<file path="src/rtl/exc_ctrl.sv">
// Exception / interrupt controller with a reloading timer.
// Holds the TH/TL/TCON timer registers and the EPC register, tracks an
// edge-detected external interrupt, and raises a combinational exception
// request toward the PC unit for illegal opcodes and interrupts taken in
// user mode.
module exc_ctrl #(
    parameter int TIMER_W = 32
) (
    input  logic        clk,
    input  logic        reset,
    input  logic [31:0] pc,
    input  logic [31:0] plus4,
    input  logic        illegal_op,
    input  logic        ext_irq,
    input  logic        wr_en,
    input  logic [1:0]  addr,
    input  logic [31:0] wr_data,
    output logic [31:0] rd_data,
    output logic        exc_req,
    output logic [2:0]  exc_src,
    output logic [31:0] epc
);

    localparam logic [31:0] EPC_RESET = 32'h8000_0000;
    localparam logic [2:0]  SRC_NONE  = 3'b000;
    localparam logic [2:0]  SRC_ILL   = 3'b100;
    localparam logic [2:0]  SRC_IRQ   = 3'b101;

    logic [TIMER_W-1:0] th_q, th_d;
    logic [TIMER_W-1:0] tl_q, tl_d;
    logic               en_q, en_d;
    logic               ien_q, ien_d;
    logic               st_q, st_d;
    logic               pend_q, pend_d;
    logic               ext_prev_q;
    logic [31:0]        epc_q, epc_d;

    logic user_mode;
    logic reload;
    logic status_set;
    logic ext_rise;
    logic irq_req;
    logic irq_taken;

    assign user_mode  = ~pc[31];
    assign reload     = en_q & (&tl_q);
    assign status_set = reload & ien_q;
    assign ext_rise   = ext_irq & ~ext_prev_q;
    assign irq_req    = (st_q & ien_q) | pend_q;
    assign irq_taken  = (exc_src == SRC_IRQ);
    assign epc        = epc_q;

    // Exception select: illegal opcode beats interrupt; kernel mode masks both.
    always_comb begin
        exc_req = 1'b0;
        exc_src = SRC_NONE;
        if (user_mode && illegal_op) begin
            exc_req = 1'b1;
            exc_src = SRC_ILL;
        end else if (user_mode && irq_req) begin
            exc_req = 1'b1;
            exc_src = SRC_IRQ;
        end
    end

    // Next state: timer count/reload first, then bus writes override it.
    always_comb begin
        th_d  = th_q;
        tl_d  = tl_q;
        en_d  = en_q;
        ien_d = ien_q;
        st_d  = st_q | status_set;
        if (en_q) begin
            tl_d = reload ? th_q : tl_q + TIMER_W'(1);
        end
        if (wr_en) begin
            case (addr)
                2'd0: th_d = TIMER_W'(wr_data);
                2'd1: tl_d = TIMER_W'(wr_data);
                2'd2: begin
                    en_d  = wr_data[0];
                    ien_d = wr_data[1];
                    // A reload in the same cycle must not lose its status event.
                    st_d  = wr_data[2] | status_set;
                end
                default: ;  // EPC is read-only
            endcase
        end
        // A fresh rising edge is kept even if an interrupt is taken this cycle.
        pend_d = ext_rise | (pend_q & ~irq_taken);
        epc_d  = epc_q;
        if (exc_src == SRC_ILL) begin
            epc_d = plus4;
        end else if (exc_src == SRC_IRQ) begin
            epc_d = pc;
        end
    end

    // Register read mux.
    always_comb begin
        case (addr)
            2'd0:    rd_data = 32'(th_q);
            2'd1:    rd_data = 32'(tl_q);
            2'd2:    rd_data = {29'd0, st_q, ien_q, en_q};
            default: rd_data = epc_q;
        endcase
    end

    // State registers; reset discards all pending state immediately.
    always_ff @(posedge clk or posedge reset) begin
        if (reset) begin
            th_q       <= '0;
            tl_q       <= '0;
            en_q       <= 1'b0;
            ien_q      <= 1'b0;
            st_q       <= 1'b0;
            pend_q     <= 1'b0;
            ext_prev_q <= 1'b0;
            epc_q      <= EPC_RESET;
        end else begin
            th_q       <= th_d;
            tl_q       <= tl_d;
            en_q       <= en_d;
            ien_q      <= ien_d;
            st_q       <= st_d;
            pend_q     <= pend_d;
            ext_prev_q <= ext_irq;
            epc_q      <= epc_d;
        end
    end

endmodule

</file>
<file path="config.mk">
export PLATFORM = sky130hd
export DESIGN_NAME = exc_ctrl
export DESIGN_NICKNAME = d
export VERILOG_FILES = /design/src/rtl/exc_ctrl.sv
export SDC_FILE = /design/constraint.sdc
export NUM_CORES = 1
export LEC_CHECK = 0
export CAP_MARGIN = 20
export CORE_MARGIN = 2
export CORE_UTILIZATION = 25
export DETAILED_ROUTE_END_ITERATION = 8
export PLACE_DENSITY_LB_ADDON = 0.05
export SYNTH_ARGS = -nofsm -noshare
export SYNTH_HDL_FRONTEND = slang
export SYNTH_SLANG_ARGS = --single-unit
</file>
<file path="constraint.sdc">
create_clock -name clk -period 2.85 [get_ports clk]
set_clock_uncertainty 0.1 [all_clocks]
set_input_delay 0.285 -clock clk [delete_from_list [all_inputs] [get_ports clk]]
set_output_delay 0.285 -clock clk [all_outputs]
set_load 0.01 [all_outputs]
</file>
=== After elaboration in Yosys (flattened, before gate mapping) ===
Index checks and enable logic that the tools add are counted.

* Bits in registers: 101
* Bits of input ports: 103
* Output and inout bits: 68

* $add $sub $neg: 1
* Eq/ne operators: 4
* Mux-type cells: 13
* Bitwise gates (word level): 12
* Reduce and logical (&&, ||, !) cells: 7

{| class="wikitable"
|+ Operator list
! cell !! number
|-
| $mux W32 || 6
|-
| $pmux W32 S3 || 1
|-
| $add A32 B1 Y32 const B || 1
|-
| $reduce_and A32 Y1 || 1
|-
| $eq A3 B3 Y1 const B || 2
|-
| $mux W3 || 2
|-
| $and A1 B1 Y1 || 5
|-
| $mux W1 || 4
|-
| $or A1 B1 Y1 || 4
|-
| $reduce_and A2 Y1 || 2
|-
| $not A1 Y1 || 3
|-
| $eq A2 B1 Y1 const B || 1
|-
| $eq A2 B2 Y1 const B || 1
|-
| $logic_and A1 B1 Y1 || 2
|-
| $logic_not A2 Y1 || 1
|-
| $reduce_bool A2 Y1 || 1
|}

=== Logic depth before layout (Yosys ltp) ===
Gate-level depths: netlist of run 1.

* Depth in word-level cells: 9
* Mapped depth: 8
* Depth with buffers taken out: 6

=== Worst setup path before layout of run 1 ===
No wires, ideal clock.

* Path type: flip-flop to flip-flop
* From: reg tl_q[0]
* To: reg tl_q[11]
* Setup time: 0.133 ns
* Arrival time: 1.842 ns
* Data required time: 2.617 ns
* Path slack: 0.775 ns
* Cell stages (with the launch flop): 9
* Clock period less this slack: 2.075 ns
* Cells stage by stage: dfrtp_1 > ha_1 > nand3_1 > nor4_1 > buf_2 > nand3_4 > buf_6 > mux2i_1 > o21ai_0

* Longest elaborated chain between the ends: 6
* Elaborated cells between the ends (all ways): 7

{| class="wikitable"
|+ Ends and longest elaborated chain
! what !! line !! source
|-
| start, declared || 30 || <nowiki>logic [TIMER_W-1:0] tl_q, tl_d;</nowiki>
|-
| start signal, assigned || 122 || <nowiki>tl_q <= tl_d;</nowiki>
|-
| branches (longest 2 deep; another with $add A32 B1 Y32) || - ||
|-
| $mux W32 (*) || 74 || <nowiki>tl_d = reload ? th_q : tl_q + TIMER_W'(1);</nowiki>
|-
| $mux W32 (*) || 73 || <nowiki>if (en_q) begin</nowiki>
|-
| $mux W32 || 77 || <nowiki>case (addr)</nowiki>
|-
| $mux W32 (*) || 76 || <nowiki>if (wr_en) begin</nowiki>
|-
| net tl_d[11] || 30 ||
|}

Mark *: on every way through the listed nets, which the timed path passes.
A chain may end at the register's enable or synchronous reset.

=== Worst setup path in the final report of run 1 ===
* From: reg ien_q
* To: out exc_req

* Longest elaborated chain between the ends: 5

{| class="wikitable"
|+ Ends and longest elaborated chain
! what !! line !! source
|-
| start, declared || 32 || <nowiki>logic ien_q, ien_d;</nowiki>
|-
| start signal, assigned || 124 || <nowiki>ien_q <= ien_d;</nowiki>
|-
| $and A1 B1 Y1 || 49 || <nowiki>assign irq_req = (st_q & ien_q) | pend_q;</nowiki>
|-
| $or A1 B1 Y1 || 49 ||
|-
| $logic_and A1 B1 Y1 || 60 || <nowiki>end else if (user_mode && irq_req) begin</nowiki>
|-
| $mux W1 || 60 ||
|-
| $mux W1 || 57 || <nowiki>if (user_mode && illegal_op) begin</nowiki>
|-
| end, declared || 19 || <nowiki>output logic exc_req,</nowiki>
|}

No other way between the ends.

==> results of run 1 <==
[worst max path at each step]
stage               startpoint  endpoint  slack (ns)  depth (start not counted)
detailed placement     tl_q[0]  tl_q[31]        0.44                          7
finish                   ien_q   exc_req        0.38                          4
global placement       tl_q[0]  tl_q[21]        0.38                          7
CTS                      ien_q   exc_req        0.32                          4
global route           tl_q[1]  tl_q[17]        0.22                          8
floorplan              tl_q[0]  tl_q[11]        0.77                          8
[through the flow]
| step | cell area, µm² | util | instances | setup slack, ns |
|---|---|---|---|---|
| 3_5_place_dp | 8140 | 0.347 | 1063 | 0.436 |
| 6_report | 8480 | 0.361 | 1078 | 0.376 |
| 2_1_floorplan | 5970 | - | 594 | 0.775 |
| 3_3_place_gp | 8140 | 0.347 | 1063 | 0.385 |
| 5_1_grt | 8480 | 0.361 | 1078 | 0.222 |
| 4_1_cts | 8480 | 0.361 | 1078 | 0.318 |
[state kept, by name, indices dropped and copies added (netlist names)]
| register | count |
|---|---|
| pend_q | 1 |
| tl_q | 32 |
| ien_q | 1 |
| epc | 32 |
| en_q | 1 |
| th_q | 32 |
| ext_prev_q | 1 |
| st_q | 1 |
[cell families after synthesis]
family	count (synthesis)	share of synthesized area
AOI/OAI and AO/OA	159	0.160
xor gates and xnor gates	22	0.0323
adders and majority gates	1	0.00210
buffers and inverters	55	0.0411
DFF	101	0.424
muxes	103	0.192
other	1	0.000628
and+or+nand+nor	152	0.148
[critical path, stage by stage, from the launching register on]
cell and delay (ns):
dfrtp_1 0.45, a21oi_1 0.44, nor2_4 0.04, or2_2 0.32, clkdlybuf4s50_1 0.49
[Yosys cell counts (3+ instances only)]
cell type	instances	share of area
a211oi_1	3	0.0038
and3_1	4	0.0042
mux4_2	3	0.011
mux2_2	60	0.11
mux2i_1	40	0.067
o21ai_0	74	0.062
a31oi_1	3	0.0031
o21ai_1	3	0.0025
nor3_1	14	0.012
clkbuf_1	32	0.020
buf_6	3	0.0057
and4_2	3	0.0050
nand4_1	7	0.0073
nor2_1	11	0.0069
xor2_1	15	0.022
dfrtp_1	100	0.42
buf_1	4	0.0025
a22o_1	29	0.043
a21oi_1	35	0.029
inv_1	7	0.0044
xnor2_1	7	0.010
nor3b_1	18	0.023
or3_1	8	0.0084
buf_2	7	0.0059
nand2_1	49	0.031
nand3b_1	3	0.0038
nor4_1	6	0.0063
nand3_1	11	0.0092
[routing by layer]
metal	global-route usage	vias to the layer above	share of wire
met2	0.323	134	0.50
met3	0.0332	19	0.047
met5	0	-	0
met1	0.226	2572	0.43
met4	0.0562	0	0.020
li1	-	2513	-
[power groups by stage]
stage	registers (mW)	logic [mW]	clock network, mW
2_1_floorplan	2.09	1.05	0
3_3_place_gp	2.27	1.81	0
3_5_place_dp	2.27	1.82	0
4_1_cts	2.25	1.83	1.49
5_1_grt	2.30	1.99	1.54
6_report	2.24	1.81	1.44
[area by class of cell]
type,count,area [µm²],share of cell area
Sequential cell,101,2530,0.298
Timing Repair Buffer,198,1970,0.232
Clock buffer,9,225,0.0266
Inverter,7,30.0,0.00354
Tap cell,319,399,0.0471
Clock inverter,6,113,0.0133
Multi-Input combinational cell,438,3220,0.379
==> flow_metrics.py, run 1 <==
metrics = {
    "clocking": {
        "cts-root-buf": "clkbuf_16",
        "clock_path_buffers": 2,
        "postCtsHoldBufs": 0,
        "postCtsSetupRepairBufs": 0,
        "path_clk_slew_ns": 0.07,
        "worst_skew_pair.late_latency_ns": 0.36,
        "cts_buffers": 9,
        "cts_tree": "done",
        "htree_levels": 3,
        "cts_resized": 0,
        "numClockSinks": 101,
    },
    "sta": {
        "rsz0062_at_grt": "false",
        "min_period_ns": 2.47,
        "hold_violations": 0,
        "slew_viol_final": 0,
        "fin_setup_tns_ns": 0,
        "max_freq_mhz": 404,
        "max_slew_margin": 0.614,
        "finalSetupViolCount": 0,
        "holdWs_ns": 0.184,
        "period_share": 0.868,
        "tightestPinTransition_ns": 0.579,
    },
    "final_layout": {
        "syn_to_final_growth_pct": 42.1,
        "drive_above_1_share": 0.163,
        "layout_common_cells": "clkdlybuf4s50_1 (168), dfrtp_1 (100), o21ai_0 (74), mux2_2 (60), nand2_1 (49)",
        "fin_nets": 859,
        "insertedDiodeCount": 0,
        "nFillCells": 2366,
        "final_common_cell": "clkdlybuf4s50_1",
    },
    "die": {
        "core_area_um2": 23500,
        "io_pins": 171,
        "die_height_um": 158,
        "start_util": 0.254,
        "fp-row-count": 56,
        "die_x_um": 158,
        "die_area_um2": 25100,
    },
    "synth": {
        "synth_edf_count": 0,
        "async_flop_share": 1.00,
        "yosysWarnings": 0,
        "synth_flop_cell": "dfrtp_1",
        "syn_inst": 594,
        "synthesis.nets": 698,
        "ys_seq_area_frac": 0.424,
        "synth_cell_types": 53,
        "avgSynthCellArea_um2": 10.0,
        "synth-seq-cells": 101,
        "syn_area_um2": 5970,
    },
    "pwr": {
        "p_switching_mw": 1.84,
        "p_int_mw": 3.64,
        "switching_share": 0.336,
        "fin_total_pwr_mw": 5.48,
        "p_comb_frac": 0.330,
        "power_density_nw_per_um2": 647,
        "seqPwrFrac": 0.408,
        "p_leak_nw": 3.32,
        "clkPwrFrac": 0.262,
        "ir_drop_mv": 0.276,
    },
    "drt": {
        "viasPerCell": 4.86,
        "drt-wirelength-per-cell_um": 20.8,
        "via_count": 5238,
        "ant_nets": 0,
        "drt_iter0_markers": 162,
        "first_pass_iters": 4,
        "drc": 0,
        "drt-total-wl_um": 22400,
    },
    "global_routing": {
        "grt_max_degree": 65,
        "grt_pass1_wl_um": 33900,
        "antenna_found_initial": 0,
        "grt_pass1_vias": 5527,
        "overflow": 0,
        "track_usage": 0.183,
    },
    "placement": {
        "gp_congestion": 0.767,
        "dpl.hpwl_um": 16500,
        "io_buffers": 169,
    },
    "worst_setup_path": {
        "worstReg2RegStart": "tl_q[0]",
        "reg2reg_to": "tl_q[27]",
        "critical_path_required_ns": 2.47,
        "r2r_cells": 8,
        "end_kind": "output pin",
        "r2r_slack_ns": 0.42,
        "crit_fanout": 4,
        "critPathKind": "flop to output pin",
        "critPathArrivalTime_ns": 2.09,
        "crit_path_start_kind": "flop",
    },
    "flow_run": {
        "max-cap-violations": 0,
    },
    "status": {
        "outcome": "finished, final reports clean",
    },
    "worst_hold_path": {
        "min-delay-path-class": "input port to asynchronous set/reset pin",
    },
}
Note: power is estimated with default switching activity, not from simulation.
==> run 2: changes to the inputs <==
Settings changed: ABC_AREA set to 1, CORE_UTILIZATION 25 to 45, SETUP_SLACK_MARGIN set to 0.4.
==> flow_metrics.py, run 2 <==
metrics = {
    "drt": {
        "drc": 0,
        "drt-total-wl_um": 23000,
        "ant_nets": 0,
        "drt_iter0_markers": 605,
        "first_pass_iters": 5,
        "viasPerCell": 5.36,
        "drt-wirelength-per-cell_um": 17.4,
        "via_count": 7092,
    },
    "worst_setup_path": {
        "slowest_stage": "clkdlybuf4s50_1",
        "end_kind": "output pin",
        "path_cells": "clkdlybuf4s50_1 -> nand2_1 -> inv_1 -> buf_4 -> nand2_1 -> o211ai_1 -> clkdlybuf4s50_1",
        "crit_fanout": 4,
        "crit_family": "buffers and inverters",
        "critical_path_required_ns": 2.47,
        "max_stage_delay_ns": 0.56,
        "critPathKind": "input port to output pin",
        "crit_path_start_kind": "input port",
        "critPathArrivalTime_ns": 1.98,
        "cp.buffers_inverters": 4,
    },
    "synth": {
        "ys_seq_area_frac": 0.379,
        "synth_edf_count": 0,
        "synth_cell_types": 37,
        "yosysWarnings": 0,
        "synthesis.nets": 1089,
        "synth-compound-area-share": 0.147,
        "avgSynthCellArea_um2": 6.78,
        "syn_inst": 985,
        "muxShareOfSynthArea": 0.00824,
        "synth-seq-cells": 101,
        "ys_top_cells_by_area": "dfrtp_1 (37%), nand2_1 (14%), nor2_1 (8.0%)",
        "netlist.area_leader.share": 0.375,
        "yosys.area_share.xor_xnor": 0.00393,
        "synthAdderAreaFrac": 0.00187,
        "async_flop_share": 1.00,
        "synth_flop_cell": "dfrtp_1",
        "yosys.area_share.simple": 0.347,
        "syn_area_um2": 6680,
        "synth_top_family_by_area": "simple AND/OR/NAND/NOR gates",
        "synthMostInstantiatedCell": "nand2_1",
        "synth.largest_area_cell": "dfrtp_1",
        "synth_commonest_cells": "nand2_1 (241), nor2_1 (143), inv_1 (124), dfrtp_1 (100), nand3_1 (68)",
    },
    "global_routing": {
        "grt_pass1_wl_um": 36400,
        "overflow": 0,
        "grt_pass1_vias": 6586,
        "grt_max_degree": 66,
        "track_usage": 0.290,
        "antenna_found_initial": 0,
    },
    "final_layout": {
        "finalInstanceArea_um2": 8860,
        "nFillCells": 1452,
        "drive_above_1_share": 0.0790,
        "insertedDiodeCount": 0,
        "syn_to_final_growth_pct": 32.7,
        "fin_nets": 1238,
        "layout_common_cells": "nand2_1 (238), nor2_1 (142), clkdlybuf4s50_1 (141), inv_1 (122), dfrtp_1 (100)",
        "ff_latch_area_um2": 2530,
        "stdcell_count": 1323,
        "final_common_cell": "nand2_1",
        "multi_input_area_um2": 3420,
    },
    "die": {
        "die_area_um2": 15800,
        "io_pins": 171,
        "start_util": 0.460,
        "core_area_um2": 14500,
        "die_height_um": 126,
        "die_x_um": 126,
        "fp-row-count": 44,
    },
    "pwr": {
        "clkPwrFrac": 0.232,
        "p_int_mw": 3.27,
        "ir_drop_mv": 0.363,
        "switching_share": 0.396,
        "seqPwrFrac": 0.396,
        "p_leak_nw": 4.16,
        "p_switching_mw": 2.14,
        "p_comb_frac": 0.372,
        "power_density_nw_per_um2": 611,
    },
    "flow_run": {
        "max-cap-violations": 0,
    },
    "sta": {
        "period_share": 0.828,
        "tightestPinTransition_ns": 0.640,
        "hold_violations": 0,
        "min_period_ns": 2.36,
        "slew_viol_final": 0,
        "max_slew_margin": 0.573,
        "finalSetupViolCount": 0,
        "rsz0062_at_grt": "false",
        "fin_setup_tns_ns": 0,
        "max_freq_mhz": 424,
    },
    "clocking": {
        "htree_levels": 3,
        "cts-root-buf": "clkbuf_16",
        "path_clk_slew_ns": 0.08,
        "cts_buffers": 9,
        "cts_tree": "done",
        "worst_skew_pair.late_latency_ns": 0.36,
        "clock_path_buffers": 2,
        "numClockSinks": 101,
    },
    "worst_hold_path": {
        "min-delay-path-class": "input port to asynchronous set/reset pin",
    },
    "placement": {
        "dpl.hpwl_um": 16900,
        "gp_congestion": 0.896,
        "postPlaceCellArea_um2": 8570,
        "place_inst": 1306,
        "io_buffers": 169,
    },
    "status": {
        "outcome": "finished, final reports clean",
    },
}
run 2: cells by family (layout without fill, tap and decap cells):
logic type	after synthesis	after routing
compound gates	170	170
xor+xnor	3	3
fa+ha+maj	1	1
buf+inv	184	337
flops	101	101
mux	5	5
other cells	1	1
simple gates	520	521
run 2: what timing repair did:
action / CTS / global route
resized for setup: 26 / 5
buffers inserted: 0 / 0
gates cloned: 0 / 1
hold buffers: 0 / 0
setup endpoints to repair: 26 / 7
pin swaps: 0 / 1
run 2: layout make-up:
type / instances / share of cell area
flip-flops and latches: 101 / 0.285
clock inverters: 6 / 0.00593
inverters: 127 / 0.0542
clock buffers: 10 / 0.0270
well taps: 184 / 0.0260
multi-input cells: 701 / 0.385
repair buffers: 194 / 0.216
run 2: final timing paths:
| check | start | to | slack, ns | depth (start not counted) |
|---|---|---|---|---|
| worst max-delay path | addr[1] | rd_data[16] | 0.49 | 7 |
| min in group clk | ext_irq | ext_prev_q | 0.29 | 1 |
| max in group asynchronous | reset | epc[31] | 1.78 | 3 |
| worst max register to register | tl_q[19] | tl_q[7] | 0.72 | 9 |
| worst min register to register | ext_prev_q | pend_q | 0.33 | 1 |
| worst min-delay path | reset | epc[8] | 0.23 | 2 |
run 2: through the flow:
stage / power, mW / setup WS [ns] / hold slack, ns / utilization
final: 5.41 / 0.489 / 0.225 / 0.610
after global routing: 5.75 / 0.404 / 0.271 / 0.610
after CTS: 5.41 / 0.433 / 0.238 / 0.608
after detailed placement: 4.20 / 0.256 / 0.313 / 0.590
after global placement: 4.19 / 0.283 / 0.303 / 0.590
after floorplan: 3.26 / 1.15 / 0.216 / -
run 2: metal layers:
| layer | vias to the layer above | part of all wire | global-route usage |
|---|---|---|---|
| met5 | - | 0 | 0 |
| met4 | 0 | 0.016 | 0.0640 |
| met3 | 22 | 0.083 | 0.0884 |
| met2 | 284 | 0.45 | 0.446 |
| met1 | 3285 | 0.45 | 0.407 |
| li1 | 3501 | - | - |
run 2: power groups by stage:
stage                     clock network (mW)  registers [mW]  logic, mW
after floorplan                            0            2.06       1.20
after global placement                     0            2.16       2.02
after detailed placement                   0            2.15       2.04
after CTS                               1.27            2.13       2.01
after global routing                    1.31            2.19       2.25
final                                   1.26            2.14       2.01
